File: src/rtl/rvfpm_commit_tracker_pkg.sv
// Shared XIF front-end types for the rvfpm commit tracker: the per-entry
// lifecycle state and the ring entry record.
package in_xif;

  // Widest XIF instruction ID any tracker instance may be built with. IDs are
  // stored zero-extended to this width so the entry record has a fixed layout.
  localparam int unsigned X_ID_WIDTH_MAX = 16;

  // Lifecycle of one tracked speculative instruction.
  typedef enum logic [2:0] {
    ST_EMPTY     = 3'd0,
    ST_SPEC      = 3'd1,
    ST_COMMITTED = 3'd2,
    ST_KILLED    = 3'd3,
    ST_DONE      = 3'd4
  } tracker_state_e;

  // One ring slot.
  typedef struct packed {
    logic [X_ID_WIDTH_MAX-1:0] id;
    tracker_state_e            state;
  } tracker_entry_t;

  // Entries that may still be matched by alloc/commit/retire/query. A DONE
  // entry only waits for its in-order pop and must not block reuse of its ID.
  function automatic logic is_live(input tracker_state_e s);
    return (s == ST_SPEC) || (s == ST_COMMITTED) || (s == ST_KILLED);
  endfunction

endpackage

File: src/rtl/rvfpm_id_match.sv
// DEPTH-wide ID comparator: flags every live entry that holds i_id. The
// tracker never admits a duplicate live ID, so the result is one-hot or zero.
module rvfpm_id_match #(
  parameter int unsigned ID_W  = 16,
  parameter int unsigned DEPTH = 8
) (
  input  logic [ID_W-1:0]  i_id,
  input  logic [ID_W-1:0]  i_ids [DEPTH],
  input  logic [DEPTH-1:0] i_live,
  output logic [DEPTH-1:0] o_match
);

  // Per-entry compare, qualified by liveness.
  always_comb begin
    for (int i = 0; i < DEPTH; i++) begin
      o_match[i] = i_live[i] && (i_ids[i] == i_id);
    end
  end

endmodule

File: src/rtl/rvfpm_commit_tracker.sv
// Age-ordered tracker of speculative XIF issue IDs: records accepted issues,
// applies commit/kill, answers status queries, and frees retired entries in
// order from the head of the ring.
module rvfpm_commit_tracker
  import in_xif::*;
#(
  parameter  int unsigned X_ID_WIDTH   = 4,
  parameter  int unsigned DEPTH        = 8,
  parameter  bit          KILL_YOUNGER = 1'b0,
  localparam int unsigned PW           = $clog2(DEPTH),
  localparam int unsigned CW           = $clog2(DEPTH + 1)
) (
  input  logic                  ck,
  input  logic                  rst,
  input  logic                  alloc_valid,
  input  logic [X_ID_WIDTH-1:0] alloc_id,
  output logic                  alloc_ready,
  input  logic                  commit_valid,
  input  logic [X_ID_WIDTH-1:0] commit_id,
  input  logic                  commit_kill,
  input  logic                  retire_valid,
  input  logic [X_ID_WIDTH-1:0] retire_id,
  input  logic [X_ID_WIDTH-1:0] query_id,
  output logic                  query_hit,
  output logic                  query_committed,
  output logic                  query_killed,
  output logic [CW-1:0]         count,
  output logic                  empty,
  output logic                  err_dup,
  output logic                  err_commit_miss,
  output logic                  err_retire
);

  localparam int unsigned   IW   = X_ID_WIDTH_MAX;
  localparam logic [CW-1:0] FULL = CW'(DEPTH);

  tracker_entry_t r_ent [DEPTH];
  logic [PW-1:0]  r_head, r_tail;
  logic [CW-1:0]  r_count;
  logic           r_err_dup, r_err_commit, r_err_retire;

  tracker_entry_t w_next [DEPTH];
  logic [IW-1:0]  w_ids [DEPTH];
  logic [PW-1:0]  w_off [DEPTH];
  logic [DEPTH-1:0] w_live, w_alloc_match, w_commit_match, w_retire_match, w_query_match;
  logic [DEPTH-1:0] w_tail_oh, w_cm, w_rm;
  logic [PW-1:0]  w_match_off;
  logic [CW-1:0]  w_count_pa;
  logic           w_ready, w_pop, w_alloc_do, w_commit_ok, w_retire_ok;

  // Flatten the ring for the comparators and compute each slot's age (0 = head).
  always_comb begin
    for (int i = 0; i < DEPTH; i++) begin
      w_ids[i]  = r_ent[i].id;
      w_live[i] = is_live(r_ent[i].state);
      w_off[i]  = PW'(i) - r_head;
    end
  end

  rvfpm_id_match #(.ID_W(IW), .DEPTH(DEPTH)) u_alloc_match (
    .i_id(IW'(alloc_id)), .i_ids(w_ids), .i_live(w_live), .o_match(w_alloc_match));
  rvfpm_id_match #(.ID_W(IW), .DEPTH(DEPTH)) u_commit_match (
    .i_id(IW'(commit_id)), .i_ids(w_ids), .i_live(w_live), .o_match(w_commit_match));
  rvfpm_id_match #(.ID_W(IW), .DEPTH(DEPTH)) u_retire_match (
    .i_id(IW'(retire_id)), .i_ids(w_ids), .i_live(w_live), .o_match(w_retire_match));
  rvfpm_id_match #(.ID_W(IW), .DEPTH(DEPTH)) u_query_match (
    .i_id(IW'(query_id)), .i_ids(w_ids), .i_live(w_live), .o_match(w_query_match));

  // Admission, pop and same-cycle forwarding of a fresh alloc to commit/retire.
  assign w_ready    = (r_count < FULL);
  assign w_pop      = (r_ent[r_head].state == ST_DONE);
  assign w_alloc_do = alloc_valid && w_ready && !(|w_alloc_match);
  assign w_tail_oh  = DEPTH'(1) << r_tail;
  assign w_cm       = w_commit_match | ((w_alloc_do && (commit_id == alloc_id)) ? w_tail_oh : '0);
  assign w_rm       = w_retire_match | ((w_alloc_do && (retire_id == alloc_id)) ? w_tail_oh : '0);
  assign w_count_pa = r_count + CW'(w_alloc_do);

  // Next ring contents, applied in priority order: pop, alloc, commit/kill, retire.
  // NOTE: every variable driven here gets a default first, so no path leaves
  // one unassigned and no latch is inferred.
  always_comb begin
    w_next      = r_ent;
    w_match_off = '0;
    w_commit_ok = 1'b0;
    w_retire_ok = 1'b0;
    if (w_pop) w_next[r_head].state = ST_EMPTY;
    if (w_alloc_do) begin
      w_next[r_tail].id    = IW'(alloc_id);
      w_next[r_tail].state = ST_SPEC;
    end
    for (int i = 0; i < DEPTH; i++) begin
      if (commit_valid && w_cm[i]) begin
        w_match_off = w_off[i];
        if (commit_kill) begin
          if (w_next[i].state inside {ST_SPEC, ST_COMMITTED}) begin
            w_next[i].state = ST_KILLED;
            w_commit_ok     = 1'b1;
          end
        end else if (w_next[i].state == ST_SPEC) begin
          w_next[i].state = ST_COMMITTED;
          w_commit_ok     = 1'b1;
        end else if (w_next[i].state == ST_COMMITTED) begin
          w_commit_ok = 1'b1;
        end
      end
    end
    // Kill range: SPEC entries younger than the killed one, up to the new tail.
    if (KILL_YOUNGER && commit_valid && commit_kill && w_commit_ok) begin
      for (int i = 0; i < DEPTH; i++) begin
        if ((w_off[i] > w_match_off) && (CW'(w_off[i]) < w_count_pa) &&
            (w_next[i].state == ST_SPEC)) begin
          w_next[i].state = ST_KILLED;
        end
      end
    end
    for (int i = 0; i < DEPTH; i++) begin
      if (retire_valid && w_rm[i] && (w_next[i].state inside {ST_COMMITTED, ST_KILLED})) begin
        w_next[i].state = ST_DONE;
        w_retire_ok     = 1'b1;
      end
    end
  end

  // Ring, pointers, occupancy and one-cycle error pulses.
  // NOTE: sequential state uses non-blocking assignments so every register
  // samples pre-edge values regardless of statement order.
  always_ff @(posedge ck) begin
    if (!rst) begin
      // NOTE: only the state field is reset; an EMPTY slot's id is never
      // looked at, so clearing the id storage would buy nothing.
      for (int i = 0; i < DEPTH; i++) r_ent[i].state <= ST_EMPTY;
      r_head       <= '0;
      r_tail       <= '0;
      r_count      <= '0;
      r_err_dup    <= 1'b0;
      r_err_commit <= 1'b0;
      r_err_retire <= 1'b0;
    end else begin
      r_ent        <= w_next;
      r_head       <= r_head + PW'(w_pop);
      r_tail       <= r_tail + PW'(w_alloc_do);
      r_count      <= r_count + CW'(w_alloc_do) - CW'(w_pop);
      r_err_dup    <= alloc_valid && w_ready && (|w_alloc_match);
      r_err_commit <= commit_valid && !w_commit_ok;
      r_err_retire <= retire_valid && !w_retire_ok;
    end
  end

  // Status of the queried ID among live entries.
  always_comb begin
    query_committed = 1'b0;
    query_killed    = 1'b0;
    for (int i = 0; i < DEPTH; i++) begin
      if (w_query_match[i]) begin
        query_committed = query_committed | (r_ent[i].state == ST_COMMITTED);
        query_killed    = query_killed    | (r_ent[i].state == ST_KILLED);
      end
    end
  end

  assign query_hit       = |w_query_match;
  assign alloc_ready     = w_ready;
  assign count           = r_count;
  assign empty           = (r_count == '0);
  assign err_dup         = r_err_dup;
  assign err_commit_miss = r_err_commit;
  assign err_retire      = r_err_retire;

endmodule
File: config.mk
export PLATFORM = sky130hd
export DESIGN_NAME = rvfpm_commit_tracker
export DESIGN_NICKNAME = d
export VERILOG_FILES = /design/src/rtl/rvfpm_commit_tracker_pkg.sv /design/src/rtl/rvfpm_id_match.sv /design/src/rtl/rvfpm_commit_tracker.sv
export SDC_FILE = /design/constraint.sdc
export NUM_CORES = 1
export LEC_CHECK = 0
export CAP_MARGIN = 20
export CORE_MARGIN = 5
export CORE_UTILIZATION = 53
export DETAILED_ROUTE_END_ITERATION = 10
export HOLD_SLACK_MARGIN = 0.15
export PLACE_DENSITY = 0.75
export SLEW_MARGIN = 15
export SYNTH_ARGS = -nofsm -noshare
export SYNTH_HDL_FRONTEND = slang
export SYNTH_SLANG_ARGS = --single-unit
File: constraint.sdc
create_clock -name ck -period 3.3 [get_ports ck]
set_input_delay 0.825 -clock ck [delete_from_list [all_inputs] [get_ports ck]]
set_output_delay 0.825 -clock ck [all_outputs]
set_load 0.02 [all_outputs]
==> flow_metrics.env <==
export IMPL_cp_start_kind="input port"
export IMPL_hold_violations=0
export IMPL_syn_area_um2=5720
export IMPL_reg2reg_slack_ps=280
export IMPL_core_area_um2=10700
export IMPL_status="finished, final reports clean"
export IMPL_synth_ff_latch_count=69
export IMPL_end_kind="primary output"
export IMPL_yosys_area_top_type="edfxtp_1"
export IMPL_fp_dieArea_um2=13000
export IMPL_crit_required_ps=2470
export IMPL_min_delay_start="r_ent[97]$_SDFF_PN0_"
export IMPL_cts_reportedPaths_clkPinSlew_ps=70
export IMPL_timing_rr_start="r_head[2]$_SDFF_PN0_"
export IMPL_placed_cells=907
export IMPL_clock_fmax_ghz=0.307
export IMPL_cts_buffers=9
export IMPL_fin_crit_ps=3250
export IMPL_clk_path_buf_depth=2
export IMPL_period_share_pct=98.6
export IMPL_cts_sinks=69
export IMPL_synth_cell_types=75
export IMPL_gp_congestion=1.02
export IMPL_clock_skew_ps=8.37
export IMPL_fp_dieH_um=114
export IMPL_hpwl_um=14900
export IMPL_fin_nets=823
export IMPL_multi_input_area_um2=3720
export IMPL_drt_wl_total_um=19200
export IMPL_vias_per_cell=6.00
export IMPL_fillers=866
export IMPL_globalRoute_totalOverflow=0
export IMPL_grt_pass1_wl_um=29600
export IMPL_start_util_pct=53.5
export IMPL_die_w_um=114
export IMPL_peakVddDrop_uv=433
export IMPL_htreeDepth=3
export IMPL_io_pins=34
export IMPL_dr_first_iter_drc_count=568
export IMPL_ys_top_cells_by_count="xnor2_1 (92), xor2_1 (53), nor2_1 (51), and2_1 (41), dfxtp_1 (37)"
export IMPL_max_slew_margin_pct=57.4
export IMPL_dr_pass1_iters=5
export IMPL_tritoncts="yes"
export IMPL_synth_edf_count=32
export IMPL_power_leakage_nw=2.93
export IMPL_drive_gt1_share_pct=25.4
export IMPL_crit_fanout=2
export IMPL_yosysWarningCount=0
export IMPL_syn_to_final_growth_pct=28.8
export IMPL_via_count=5612
export IMPL_seq_area_um2=1700
export IMPL_powerDensity_nw_per_um2=332
export IMPL_rows=38
export IMPL_wl_per_cell_um=20.5
export IMPL_hold_buffers=0
export IMPL_holdPathEnd="r_ent[97]$_SDFF_PN0_"
export IMPL_cp_data_arrival_time_ps=2430
export IMPL_synth_ff_type="dfxtp_1"
export IMPL_cts_root_buf="clkbuf_8"
export IMPL_grt_max_degree=14
export IMPL_drv_slew=0
export IMPL_whs_ps=536
export IMPL_synth_area_top_cells="edfxtp_1 (17%), xnor2_1 (14%), dfxtp_1 (13%)"
export IMPL_setup_viol=0
export IMPL_seq_area_frac_synth_pct=29.8
export IMPL_rr_worst_depth=11
export IMPL_max_cap_violations=0
export IMPL_drcViolationCount=0
export IMPL_grt_pass1_vias=5538
export IMPL_grt_antenna_before_repair=0
export IMPL_yosysMostFrequentCell="xnor2_1"
export IMPL_io_buffers=33
export IMPL_track_usage_pct=29.7
export IMPL_synth_top_area_share_pct=16.8
export IMPL_synth_async_reset_ratio_pct=0
export IMPL_stdcell_count=935
export IMPL_clk_latency_ps=360
export IMPL_diodes=0
export IMPL_regToRegEndpoint="count[2]$_SDFF_PN0_"
export IMPL_hp_class="reg2reg"
export IMPL_synth_avg_cell_area_um2=8.72
export IMPL_criticalPathCategory="in2out"
export IMPL_syn_inst=656
export IMPL_antenna_left=0
export IMPL_tightest_slew_ps=632
export IMPL_synth_nets=688
export IMPL_holdPathStages=2
==> logic make-up after synthesis <==
kind of cell | count (synthesis) | share of synthesized area, %
xor gates and xnor gates | 147 | 22.8
adders and majority gates | 10 | 2.32
and+or+nand+nor | 256 | 25.6
DFF | 69 | 29.8
muxes | 4 | 0.963
AOI/OAI and AO/OA | 94 | 12.0
buffers and inverters | 76 | 6.56
==> per-stage QoR <==
step	area [um^2]	setup WS (ps)	setup TNS (ps)	power [W]	utilization, %
after floorplan	5720	106	0	0.00144	-
after global placement	6970	-586	-8450	0.00173	65.1
after detailed placement	6970	-677	-9510	0.00175	65.1
after CTS	7220	-9.74	-9.74	0.00243	67.5
after global routing	7360	-12.8	-13.1	0.00256	68.8
final	7360	45.2	0	0.00245	68.8
==> critical path, stage by stage <==
cell             delay [ps]
clkdlybuf4s15_1         220
buf_6                   140
xnor2_1                 110
nand4_1                 140
nor2_2                   70
nand3_2                 120
o22ai_2                  90
or4_4                   560
buf_6                   160
==> state kept, by name (all words and copies together), names as in the netlist <==
name	flops
r_head	3
r_tail	3
r_ent	56
err_dup	1
err_commit_miss	1
count	4
err_retire	1
==> layer usage <==
metal | routed length [um] | part of all wire, % | track usage [%] | vias to the layer above
met5 | 0 | 0 | 0 | -
met4 | 738 | 3.8 | 13.6 | 0
met3 | 1620 | 8.4 | 5.41 | 55
met2 | 8950 | 47 | 48.0 | 314
met1 | 7900 | 41 | 38.6 | 2672
li1 | - | - | - | 2571
==> worst max path at each step <==
| stage | to | slack (ps) | cells past startpoint | from |
|---|---|---|---|---|
| after floorplan | count[2]$_SDFF_PN0_ | 110 | 14 | alloc_id[1] |
| after CTS | query_killed | -10 | 9 | query_id[0] |
| after global routing | query_killed | -10 | 9 | query_id[0] |
| final | query_killed | 50 | 9 | query_id[0] |
| after detailed placement | query_killed | -680 | 7 | query_id[3] |
| after global placement | query_killed | -590 | 8 | query_id[2] |
==> layout by cell type (no fill, tap or decap), types with 4 or more instances in the layout <==
cell	count
a21oi_1	22
a221oi_1	5
a31oi_1	5
and2_1	41
and3_1	8
buf_12	4
buf_4	132
buf_6	11
clkbuf_8	9
clkdlybuf4s50_1	22
dfxtp_1	37
dlymetal6s2s_1	4
edfxtp_1	32
ha_1	8
inv_1	23
nand2_1	35
nand3_1	15
nand3b_1	5
nand4_1	18
nor2_1	48
nor2b_1	7
nor3_1	17
nor4_1	18
nor4_2	4
nor4b_1	4
o211ai_1	4
o21a_1	5
o21ai_0	8
o221ai_1	4
o22ai_1	7
or2_2	5
or4_1	4
xnor2_1	92
xor2_1	53
==> what timing repair did <==
| item | CTS | global route |
|---|---|---|
| resized for setup | 34 | 28 |
| endpoints found under the setup margin | 6 | 8 |
| pin swaps | 10 | 15 |
| buffers inserted | 4 | 9 |
==> layout make-up <==
type	count	share of cell area, %
sequential	69	23.1
inverter	23	1.17
clock buffer	9	1.68
tap	140	2.38
clock inverter	6	0.883
multi-input combinational	511	50.5
timing repair buffer	177	20.2
==> where the power goes <==
group,internal [W],switching [W]
registers,0.000938,0.0000497
logic,0.000371,0.000405
clock network,0.000344,0.000340
total,0.00165,0.000795
(Power assumes the default switching activity.)
